===== src/rtl/sdram_avm_arbiter.sv =====
// Two-client Avalon-MM arbiter with a read-tag FIFO that routes readdatavalid beats back to the issuer.
// Define ARB_FIXED_PRIO_EN for fixed client-0 priority; otherwise clients alternate round-robin.
module sdram_avm_arbiter #(
  parameter int unsigned ADDR_W          = 25,
  parameter int unsigned DATA_W          = 32,
  parameter int unsigned MAX_OUTSTANDING = 4
) (
  input  logic                i_clk,
  input  logic                i_rst_n,
  input  logic                i_c0_req,
  input  logic                i_c1_req,
  input  logic                i_c0_we,
  input  logic                i_c1_we,
  input  logic [ADDR_W-1:0]   i_c0_addr,
  input  logic [ADDR_W-1:0]   i_c1_addr,
  input  logic [DATA_W-1:0]   i_c0_wdata,
  input  logic [DATA_W-1:0]   i_c1_wdata,
  input  logic [DATA_W/8-1:0] i_c0_be,
  input  logic [DATA_W/8-1:0] i_c1_be,
  output logic                o_c0_gnt,
  output logic                o_c1_gnt,
  output logic [DATA_W-1:0]   o_c0_rdata,
  output logic [DATA_W-1:0]   o_c1_rdata,
  output logic                o_c0_rvalid,
  output logic                o_c1_rvalid,
  output logic [ADDR_W-1:0]   o_avm_address,
  output logic [DATA_W/8-1:0] o_avm_byteenable,
  output logic                o_avm_chipselect,
  output logic [DATA_W-1:0]   o_avm_writedata,
  output logic                o_avm_read,
  output logic                o_avm_write,
  input  logic [DATA_W-1:0]   i_avm_readdata,
  input  logic                i_avm_readdatavalid,
  input  logic                i_avm_waitrequest
);
  localparam int unsigned BE_W  = DATA_W / 8;
  localparam int unsigned PTR_W = $clog2(MAX_OUTSTANDING);
  localparam int unsigned CNT_W = PTR_W + 1;

  typedef enum logic { S_IDLE = 1'b0, S_ISSUE = 1'b1 } state_e;

  typedef struct packed {
    logic              we;
    logic [ADDR_W-1:0] addr;
    logic [DATA_W-1:0] wdata;
    logic [BE_W-1:0]   be;
  } cmd_t;

  state_e state_q, state_d;
  cmd_t   c0_cmd, c1_cmd, sel_cmd;
  logic   c0_elig, c1_elig, sel_c1, any_elig;
  logic   accept, push, pop, fifo_full, fifo_empty, head_tag;

  logic              owner_q, owner_d;
  logic [ADDR_W-1:0] addr_q, addr_d;
  logic [DATA_W-1:0] wdata_q, wdata_d;
  logic [BE_W-1:0]   be_q, be_d;
  logic              rd_q, rd_d, wr_q, wr_d, cs_q, cs_d;

  logic [MAX_OUTSTANDING-1:0] tag_q;
  logic [PTR_W-1:0]           wptr_q, rptr_q;
  logic [CNT_W-1:0]           cnt_q;
  logic                       rv0_q, rv1_q;
  logic [DATA_W-1:0]          rdat0_q, rdat1_q;

  assign c0_cmd     = {i_c0_we, i_c0_addr, i_c0_wdata, i_c0_be};
  assign c1_cmd     = {i_c1_we, i_c1_addr, i_c1_wdata, i_c1_be};
  assign fifo_full  = (cnt_q == CNT_W'(MAX_OUTSTANDING));
  assign fifo_empty = (cnt_q == '0);
  assign head_tag   = tag_q[rptr_q];

  // A read is only eligible while a tag slot is free to track it.
  assign c0_elig  = i_c0_req & (i_c0_we | ~fifo_full);
  assign c1_elig  = i_c1_req & (i_c1_we | ~fifo_full);
  assign any_elig = c0_elig | c1_elig;
  assign sel_cmd  = sel_c1 ? c1_cmd : c0_cmd;

`ifdef ARB_FIXED_PRIO_EN
  assign sel_c1 = c1_elig & ~c0_elig;
`else
  logic rr_q;  // last granted client; the other one wins a tie

  always_ff @(posedge i_clk or negedge i_rst_n) begin
    if (!i_rst_n)    rr_q <= 1'b0;
    else if (accept) rr_q <= owner_q;
  end

  assign sel_c1 = c1_elig & (~c0_elig | ~rr_q);
`endif

  assign accept   = (state_q == S_ISSUE) & ~i_avm_waitrequest;
  assign push     = accept & rd_q;
  assign pop      = i_avm_readdatavalid & ~fifo_empty;
  assign o_c0_gnt = accept & ~owner_q;
  assign o_c1_gnt = accept & owner_q;

  always_ff @(posedge i_clk or negedge i_rst_n) begin
    if (!i_rst_n) state_q <= S_IDLE;
    else          state_q <= state_d;
  end

  always_comb begin
    state_d = state_q;
    unique case (state_q)
      S_IDLE:  if (any_elig) state_d = S_ISSUE;
      S_ISSUE: if (!i_avm_waitrequest) state_d = S_IDLE;
      default: state_d = S_IDLE;
    endcase
  end

  // Next values of the registered Avalon command; held stable while stalled.
  always_comb begin
    owner_d = owner_q;
    addr_d  = addr_q;
    wdata_d = wdata_q;
    be_d    = be_q;
    rd_d    = rd_q;
    wr_d    = wr_q;
    cs_d    = cs_q;
    unique case (state_q)
      S_IDLE: begin
        if (any_elig) begin
          owner_d = sel_c1;
          addr_d  = sel_cmd.addr;
          wdata_d = sel_cmd.wdata;
          be_d    = sel_cmd.be;
          rd_d    = ~sel_cmd.we;
          wr_d    = sel_cmd.we;
          cs_d    = 1'b1;
        end
      end
      S_ISSUE: begin
        if (!i_avm_waitrequest) begin
          rd_d = 1'b0;
          wr_d = 1'b0;
          cs_d = 1'b0;
        end
      end
      default: ;
    endcase
  end

  always_ff @(posedge i_clk or negedge i_rst_n) begin
    if (!i_rst_n) begin
      owner_q <= 1'b0;
      addr_q  <= '0;
      wdata_q <= '0;
      be_q    <= '0;
      rd_q    <= 1'b0;
      wr_q    <= 1'b0;
      cs_q    <= 1'b0;
    end else begin
      owner_q <= owner_d;
      addr_q  <= addr_d;
      wdata_q <= wdata_d;
      be_q    <= be_d;
      rd_q    <= rd_d;
      wr_q    <= wr_d;
      cs_q    <= cs_d;
    end
  end

  // Read-tag FIFO: one client bit per outstanding read, in issue order.
  always_ff @(posedge i_clk or negedge i_rst_n) begin
    if (!i_rst_n) begin
      tag_q  <= '0;
      wptr_q <= '0;
      rptr_q <= '0;
      cnt_q  <= '0;
    end else begin
      if (push) begin
        tag_q[wptr_q] <= owner_q;
        wptr_q        <= wptr_q + PTR_W'(1);
      end
      if (pop) rptr_q <= rptr_q + PTR_W'(1);
      unique case ({push, pop})
        2'b10:   cnt_q <= cnt_q + CNT_W'(1);
        2'b01:   cnt_q <= cnt_q - CNT_W'(1);
        default: cnt_q <= cnt_q;
      endcase
    end
  end

  always_ff @(posedge i_clk or negedge i_rst_n) begin
    if (!i_rst_n) begin
      rv0_q   <= 1'b0;
      rv1_q   <= 1'b0;
      rdat0_q <= '0;
      rdat1_q <= '0;
    end else begin
      rv0_q <= pop & ~head_tag;
      rv1_q <= pop & head_tag;
      if (pop && !head_tag) rdat0_q <= i_avm_readdata;
      if (pop && head_tag)  rdat1_q <= i_avm_readdata;
    end
  end

  assign o_avm_address    = addr_q;
  assign o_avm_byteenable = be_q;
  assign o_avm_writedata  = wdata_q;
  assign o_avm_read       = rd_q;
  assign o_avm_write      = wr_q;
  assign o_avm_chipselect = cs_q;
  assign o_c0_rvalid      = rv0_q;
  assign o_c1_rvalid      = rv1_q;
  assign o_c0_rdata       = rdat0_q;
  assign o_c1_rdata       = rdat1_q;

endmodule


===== config.mk =====
export PLATFORM = sky130hd
export DESIGN_NAME = sdram_avm_arbiter
export DESIGN_NICKNAME = d
export VERILOG_FILES = /design/src/rtl/sdram_avm_arbiter.sv
export SDC_FILE = /design/constraint.sdc
export NUM_CORES = 1
export LEC_CHECK = 0
export ABC_CLOCK_PERIOD_IN_PS = 3100
export CORE_MARGIN = 2
export CORE_UTILIZATION = 44
export DETAILED_ROUTE_END_ITERATION = 6
export MAX_ROUTING_LAYER = met4
export PLACE_DENSITY = 0.91
export SLEW_MARGIN = 5
export SYNTH_ARGS = -nofsm -noshare
export SYNTH_HDL_FRONTEND = slang
export SYNTH_SLANG_ARGS = --single-unit

===== constraint.sdc =====
create_clock -name i_clk -period 3.1 [get_ports i_clk]
set_input_delay 0.62 -clock i_clk [delete_from_list [all_inputs] [get_ports i_clk]]
set_output_delay 0.62 -clock i_clk [all_outputs]
set_load 0.005 [all_outputs]

==> out/qor.txt, run 1 <==
H-tree depth = 4
Worst-Skew Late Latency = 420 ps
Final setup TNS = 0 ps
Bufs on Longest Clock Path = 2
Post-synth cell types = 37
Worst hold slack = 215 ps
Sequential share of power = 0.357
Final Setup Violations = 0
Port Buffers = 293
TritonRoute pass-1 iters = 6
Slowest cell on crit path = clkdlybuf4s50_1
Initial antenna violation count = 0
Critical path's largest stage delay = 540 ps
Global Route Usage Sum = 0.238
Slew HR = 0.563
Clock power share = 0.228
Critical Path Sink Type = output pin
Initial core utilization = 0.448
Nets = 948
Worst setup path class = in2out
WL final = 17000 um
RePlAce Congestion = 0.820
Hold Fails Final Rpt = 0
DRT antenna net count = 0
Layout cells sized above 1 = 0.146
FP Rows = 43
Syn_nets = 653
Design area = 9890 um2
Synth top area share = 0.582
Crit-path cells = clkdlybuf4s50_1 > nor2b_1 > and2_1 > clkdlybuf4s50_1
Vias post-DR = 4878
Ys flop type = dfrtp_1
Cts bufs inserted = 17
CP Launch Type = input pin
Max Clk Rate = 0.390 GHz
Internal = 6.62 mW
Post-CTS setup buffers = 0
Total core area = 13800 um2
Status = finished clean
Actual slew at the worst max-slew pin = 655 ps
CTS-repair resized insts = 0
Post-synthesis async set-or-reset flop share = 1.00
Mapped Cells = 485
Global route overflow = 0
Vias per cell = 5.01
Mapped cell area = 6190 um2
DIE AREA = 15000 um2
Crit Path Max Fanout = 3
Gate power share = 0.414
Yosys reg bits = 144
Warnings, synthesis = 0
DP Wirelength = 12800 um
Post-DP Area = 9260 um2
Post-route minimum period = 2560 ps
Most frequent cell on the critical path = clkdlybuf4s50_1
Sink Count = 144
First-pass GRT wire length = 26300 um
Iter 0 DRT Violations = 286
Switching Fraction = 0.292
Critical Path RT = 2480 ps
PwrDens = 945 nW/um2
Final Max Tran Viols = 0
Peak VDD IR = 368 uV
Post-synth top area cell = dfrtp_1
Largest net degree at the start of global routing = 74
DRC Markers = 0
HP Class = in2async
Switching power = 2.73 mW
I/O Pins = 294
Post-synthesis sequential area ratio = 0.582
Hold bufs inserted after CTS = 0
Die width = 123 um
Post-synth EDFFs = 0
Top post-synthesis cells by area = dfrtp_1 58%, mux2_2 12%, mux2i_1 10%, o21ai_0 4.7%, nand2_1 4.4%
Fin Clk Skew = 9.78 ps
Clk slew on worst S/H paths = 60 ps
CTS tree = yes
Final Power = 9.34 mW
Root Driver = clkbuf_16
Synth Area per Inst = 12.8 um2
Routed length per placed instance = 17.5 um
Vias in the first global route = 5274
Final period utilization = 0.826
Diodes inserted = 0
RSZ-0062 raised after global routing = no
Arrival time at the worst endpoint = 1940 ps
MaxCap Viol Count = 0
Leakage = 4.36 nW
Chip height = 123 um
Area Overhead vs Synth = 59.8%
[cells by family (layout without fill, tap and decap cells)]
kind of cell             after synthesis  after routing  share of synthesized area
adder cells (fa/ha/maj)                6              6                     0.0133
AND/OR/NAND/NOR                       90             90                     0.0631
flip-flops                           144            144                      0.582
multiplexers                         132            132                      0.229
AO/OA/AOI/OAI                         70             70                     0.0603
XOR/XNOR                               6              6                    0.00849
buffers and inverters                 37            345                     0.0431
[per-layer routing]
metal / vias up / GRT usage / wire length, um
met2: 236 / 0.397 / 8790
li1: 2270 / - / -
met4: 0 / 0.116 / 567
met5: - / - / 0
met1: 2326 / 0.264 / 6530
met3: 46 / 0.0627 / 1130
[final timing paths]
check | start | to | slack, ps | cells past startpoint
max | i_avm_waitrequest | o_c1_gnt | 540 | 4
min | i_rst_n | o_c1_rdata[5]$_DFFE_PN0P_ | 220 | 1
max reg2reg | cnt_q[0]$_DFFE_PN0P_ | o_avm_writedata[3]$_DFFE_PN0P_ | 880 | 5
min reg2reg | o_avm_writedata[24]$_DFFE_PN0P_ | o_avm_writedata[24]$_DFFE_PN0P_ | 480 | 2
max in group asynchronous | i_rst_n | o_c1_rdata[25]$_DFFE_PN0P_ | 2100 | 2
min in group i_clk | o_avm_writedata[24]$_DFFE_PN0P_ | o_avm_writedata[24]$_DFFE_PN0P_ | 480 | 2
[cell usage after synthesis, types with 2 or more instances]
master / count
nor3_1: 2
mux2_2: 68
xnor2_1: 4
o21ai_0: 58
buf_4: 3
nand2_1: 72
and2_1: 3
mux2i_1: 62
buf_8: 5
o21ai_1: 6
ha_1: 5
nor2_1: 3
buf_2: 8
nor2b_1: 2
dfrtp_1: 144
clkbuf_1: 2
buf_6: 6
xor2_1: 2
inv_1: 9
clkbuf_2: 4
[through the flow]
stage,setup WS (ps),cells,utilization
CTS,531,973,0.715
global route,431,973,0.715
finish,538,973,0.715
detailed placement,334,941,0.670
floorplan,1030,485,-
global placement,448,941,0.670
[power groups by stage]
| stage | Sequential (mW) | Clock (mW) | Combinational [mW] |
|---|---|---|---|
| floorplan | 3.34 | 0 | 1.57 |
| global placement | 3.28 | 0 | 3.74 |
| detailed placement | 3.36 | 0 | 3.87 |
| CTS | 3.35 | 2.17 | 3.91 |
| global route | 3.45 | 2.27 | 4.18 |
| finish | 3.34 | 2.13 | 3.87 |
[worst max-delay path, delay by kind of cell]
kind | cells | cell delay (ps)
buffers and inverters | 2 | 960
AND/OR/NAND/NOR | 2 | 370
[state kept, by name, indices dropped and copies added, names as in the netlist]
name and count:
cnt_q 3, o_avm_address 25, o_avm_byteenable 4, o_avm_chipselect 1
o_avm_read 1, o_avm_write 1, o_avm_writedata 32, o_c0_rdata 32
o_c0_rvalid 1, o_c1_rdata 32, o_c1_rvalid 1, owner_q 1
rptr_q 2, rr_q 1, state_q 1, tag_q 4
wptr_q 2
[final cells by class]
type | instances | area [um2]
well taps | 180 | 225
flip-flops and latches | 144 | 3600
clock buffers | 21 | 480
repair buffers | 304 | 3070
fillers | 907 | 3940
multi-input cells | 304 | 2330
inverters | 9 | 33.8
clock inverters | 11 | 151
[cells in the final DEF (no fill, tap or decap), types with 5 or more instances in the layout]
cell type | Yosys | layout
dfrtp_1 | 144 | 144
ha_1 | 5 | 5
o21ai_0 | 58 | 58
mux2i_1 | 62 | 62
buf_4 | 3 | 7
inv_1 | 9 | 9
o21ai_1 | 6 | 6
mux2_2 | 68 | 68
nand2_1 | 72 | 72
clkdlybuf4s50_1 | 0 | 292
clkbuf_16 | 0 | 17
Note: power is estimated with default switching activity, not from simulation.
==> run 2: changes to the inputs <==
--- a/config.mk
+++ b/config.mk
@@ -5,12 +5,12 @@
 export SDC_FILE = /design/constraint.sdc
 export NUM_CORES = 1
 export LEC_CHECK = 0
-export ABC_CLOCK_PERIOD_IN_PS = 3100
+export ABC_CLOCK_PERIOD_IN_PS = 2700
 export CORE_MARGIN = 2
-export CORE_UTILIZATION = 44
+export CORE_UTILIZATION = 41
 export DETAILED_ROUTE_END_ITERATION = 6
 export MAX_ROUTING_LAYER = met4
-export PLACE_DENSITY = 0.91
+export PLACE_DENSITY = 0.86
 export SLEW_MARGIN = 5
 export SYNTH_ARGS = -nofsm -noshare
 export SYNTH_HDL_FRONTEND = slang
==> constraint.sdc (replaced) <==
create_clock -name i_clk -period 2.7 [get_ports i_clk]
set_input_delay 0.54 -clock i_clk [delete_from_list [all_inputs] [get_ports i_clk]]
set_output_delay 0.54 -clock i_clk [all_outputs]
set_load 0.005 [all_outputs]
==> out/qor.txt, run 2 (synthesis results as in run 1) <==
Status = finished clean
Vias post-DR = 4961
Worst-Skew Late Latency = 420 ps
PwrDens = 1070 nW/um2
Met1 Use GR = 0.248
Hold bufs inserted after CTS = 0
CTS-repair resized insts = 0
Die width = 127 um
Clock power share = 0.214
Slew HR = 0.660
FP Rows = 44
Bufs on Longest Clock Path = 2
MaxCap Viol Count = 0
Clk slew on worst S/H paths = 60 ps
DRT antenna net count = 0
H-tree depth = 4
Vias in the first global route = 5278
Nets = 959
Final Setup Violations = 0
Internal = 7.41 mW
Total core area = 14600 um2
Grt met2 use = 0.377
RePlAce Congestion = 0.823
GRT busiest layer = met2
Final setup TNS = 0 ps
TritonRoute pass-1 iters = 4
Crit Path Max Fanout = 3
DRC Markers = 0
Peak VDD IR = 549 uV
Worst setup path class = in2out
Routed length per placed instance = 17.5 um
Max Clk Rate = 0.410 GHz
HP Class = in2async
Worst hold slack = 55.6 ps
Diodes inserted = 0
Most frequent cells in the layout = 292 x clkdlybuf4s50_1, 144 x dfrtp_1, 72 x nand2_1
Cts bufs inserted = 17
Reg2Reg Setup Slack = 540 ps
DIE AREA = 16100 um2
Final period utilization = 0.904
Design area = 9960 um2
Fin Clk Skew = 10.7 ps
Commonest non-fill, non-tap cell in the layout = clkdlybuf4s50_1
Port Buffers = 293
Switching power = 3.24 mW
CP Launch Type = input pin
Initial antenna violation count = 0
Final Power = 10.6 mW
Sequential share of power = 0.359
Actual slew at the worst max-slew pin = 506 ps
Final Max Tran Viols = 0
WL final = 17300 um
Layout cells sized above 1 = 0.158
Post-CTS setup buffers = 0
Gate power share = 0.427
M3 GR Usage = 0.0527
Chip height = 127 um
Initial core utilization = 0.423
First-pass GRT wire length = 26800 um
Hold Fails Final Rpt = 0
Root Driver = clkbuf_16
Iter 0 DRT Violations = 249
Post-DP Area = 9380 um2
Switching Fraction = 0.304
Arrival time at the worst endpoint = 1900 ps
DP Wirelength = 13200 um
I/O Pins = 294
Critical Path RT = 2160 ps
Post-route minimum period = 2440 ps
Leakage = 4.40 nW
Vias per cell = 5.02
CTS tree = yes
Critical Path Sink Type = output pin
Area Overhead vs Synth = 60.9%
RSZ-0062 raised after global routing = no
Largest net degree at the start of global routing = 59
Sink Count = 144
Global route overflow = 0
Global Route Usage Sum = 0.222
run 2: cell count changes in the layout (fill, tap and decap cells not counted), sizes merged:
cell and delta:
clkinv -1, bufinv -2, clkbuf -4, clkinvlp +1, buf +11, inv +6
run 2: per-layer routing:
layer | up-vias | part of all wire
met5 | - | 0
met4 | 0 | 0.034
met3 | 38 | 0.062
met2 | 223 | 0.52
met1 | 2412 | 0.39
li1 | 2288 | -
run 2: worst paths after layout:
path | end | from | cells past startpoint
setup / recovery | o_c1_gnt | i_avm_waitrequest | 4
hold / removal | o_c1_rdata[8]$_DFFE_PN0P_ | i_rst_n | 1
setup reg to reg | cnt_q[2]$_DFFE_PN0P_ | cnt_q[0]$_DFFE_PN0P_ | 8
hold reg to reg | o_avm_address[8]$_DFFE_PN0P_ | o_avm_address[8]$_DFFE_PN0P_ | 2
max in group asynchronous | o_avm_writedata[19]$_DFFE_PN0P_ | i_rst_n | 2
min in group i_clk | o_avm_address[8]$_DFFE_PN0P_ | o_avm_address[8]$_DFFE_PN0P_ | 2
run 2: critical path: stages:
cell             delay [ps]
clkdlybuf4s50_1         430
nor2b_1                 220
and2_1                  190
clkdlybuf4s50_1         530
run 2: area by class of cell:
class	instances	area, um2
Tap cell	184	230
Timing Repair Buffer	315	3190
Inverter	9	33.8
Multi-Input combinational cell	304	2330
Fill cell	1003	4680
Sequential cell	144	3600
Clock inverter	15	150
Clock buffer	17	425
run 2: power groups by stage:
stage / logic (mW) / clock network, mW / registers (mW)
2_1_floorplan: 1.80 / 0 / 3.84
3_3_place_gp: 4.42 / 0 / 3.77
3_5_place_dp: 4.57 / 0 / 3.84
4_1_cts: 4.60 / 2.33 / 3.83
5_1_grt: 4.88 / 2.44 / 3.94
6_report: 4.55 / 2.28 / 3.82
run 2: metrics by stage:
step                setup WS (ps)  cells  utilization
floorplan                     707    485            -
global placement              208    956        0.641
detailed placement            119    956        0.641
CTS                           259    988        0.680
global route                  180    988        0.680
finish                        260    988        0.680
==> run 3: changes to the inputs <==
--- a/config.mk
+++ b/config.mk
@@ -15,3 +15,4 @@
 export SYNTH_ARGS = -nofsm -noshare
 export SYNTH_HDL_FRONTEND = slang
 export SYNTH_SLANG_ARGS = --single-unit
+export TNS_END_PERCENT = 5
==> results of run 3 <==
No change in the layout: final DEF, timing and power equal those of run 2.
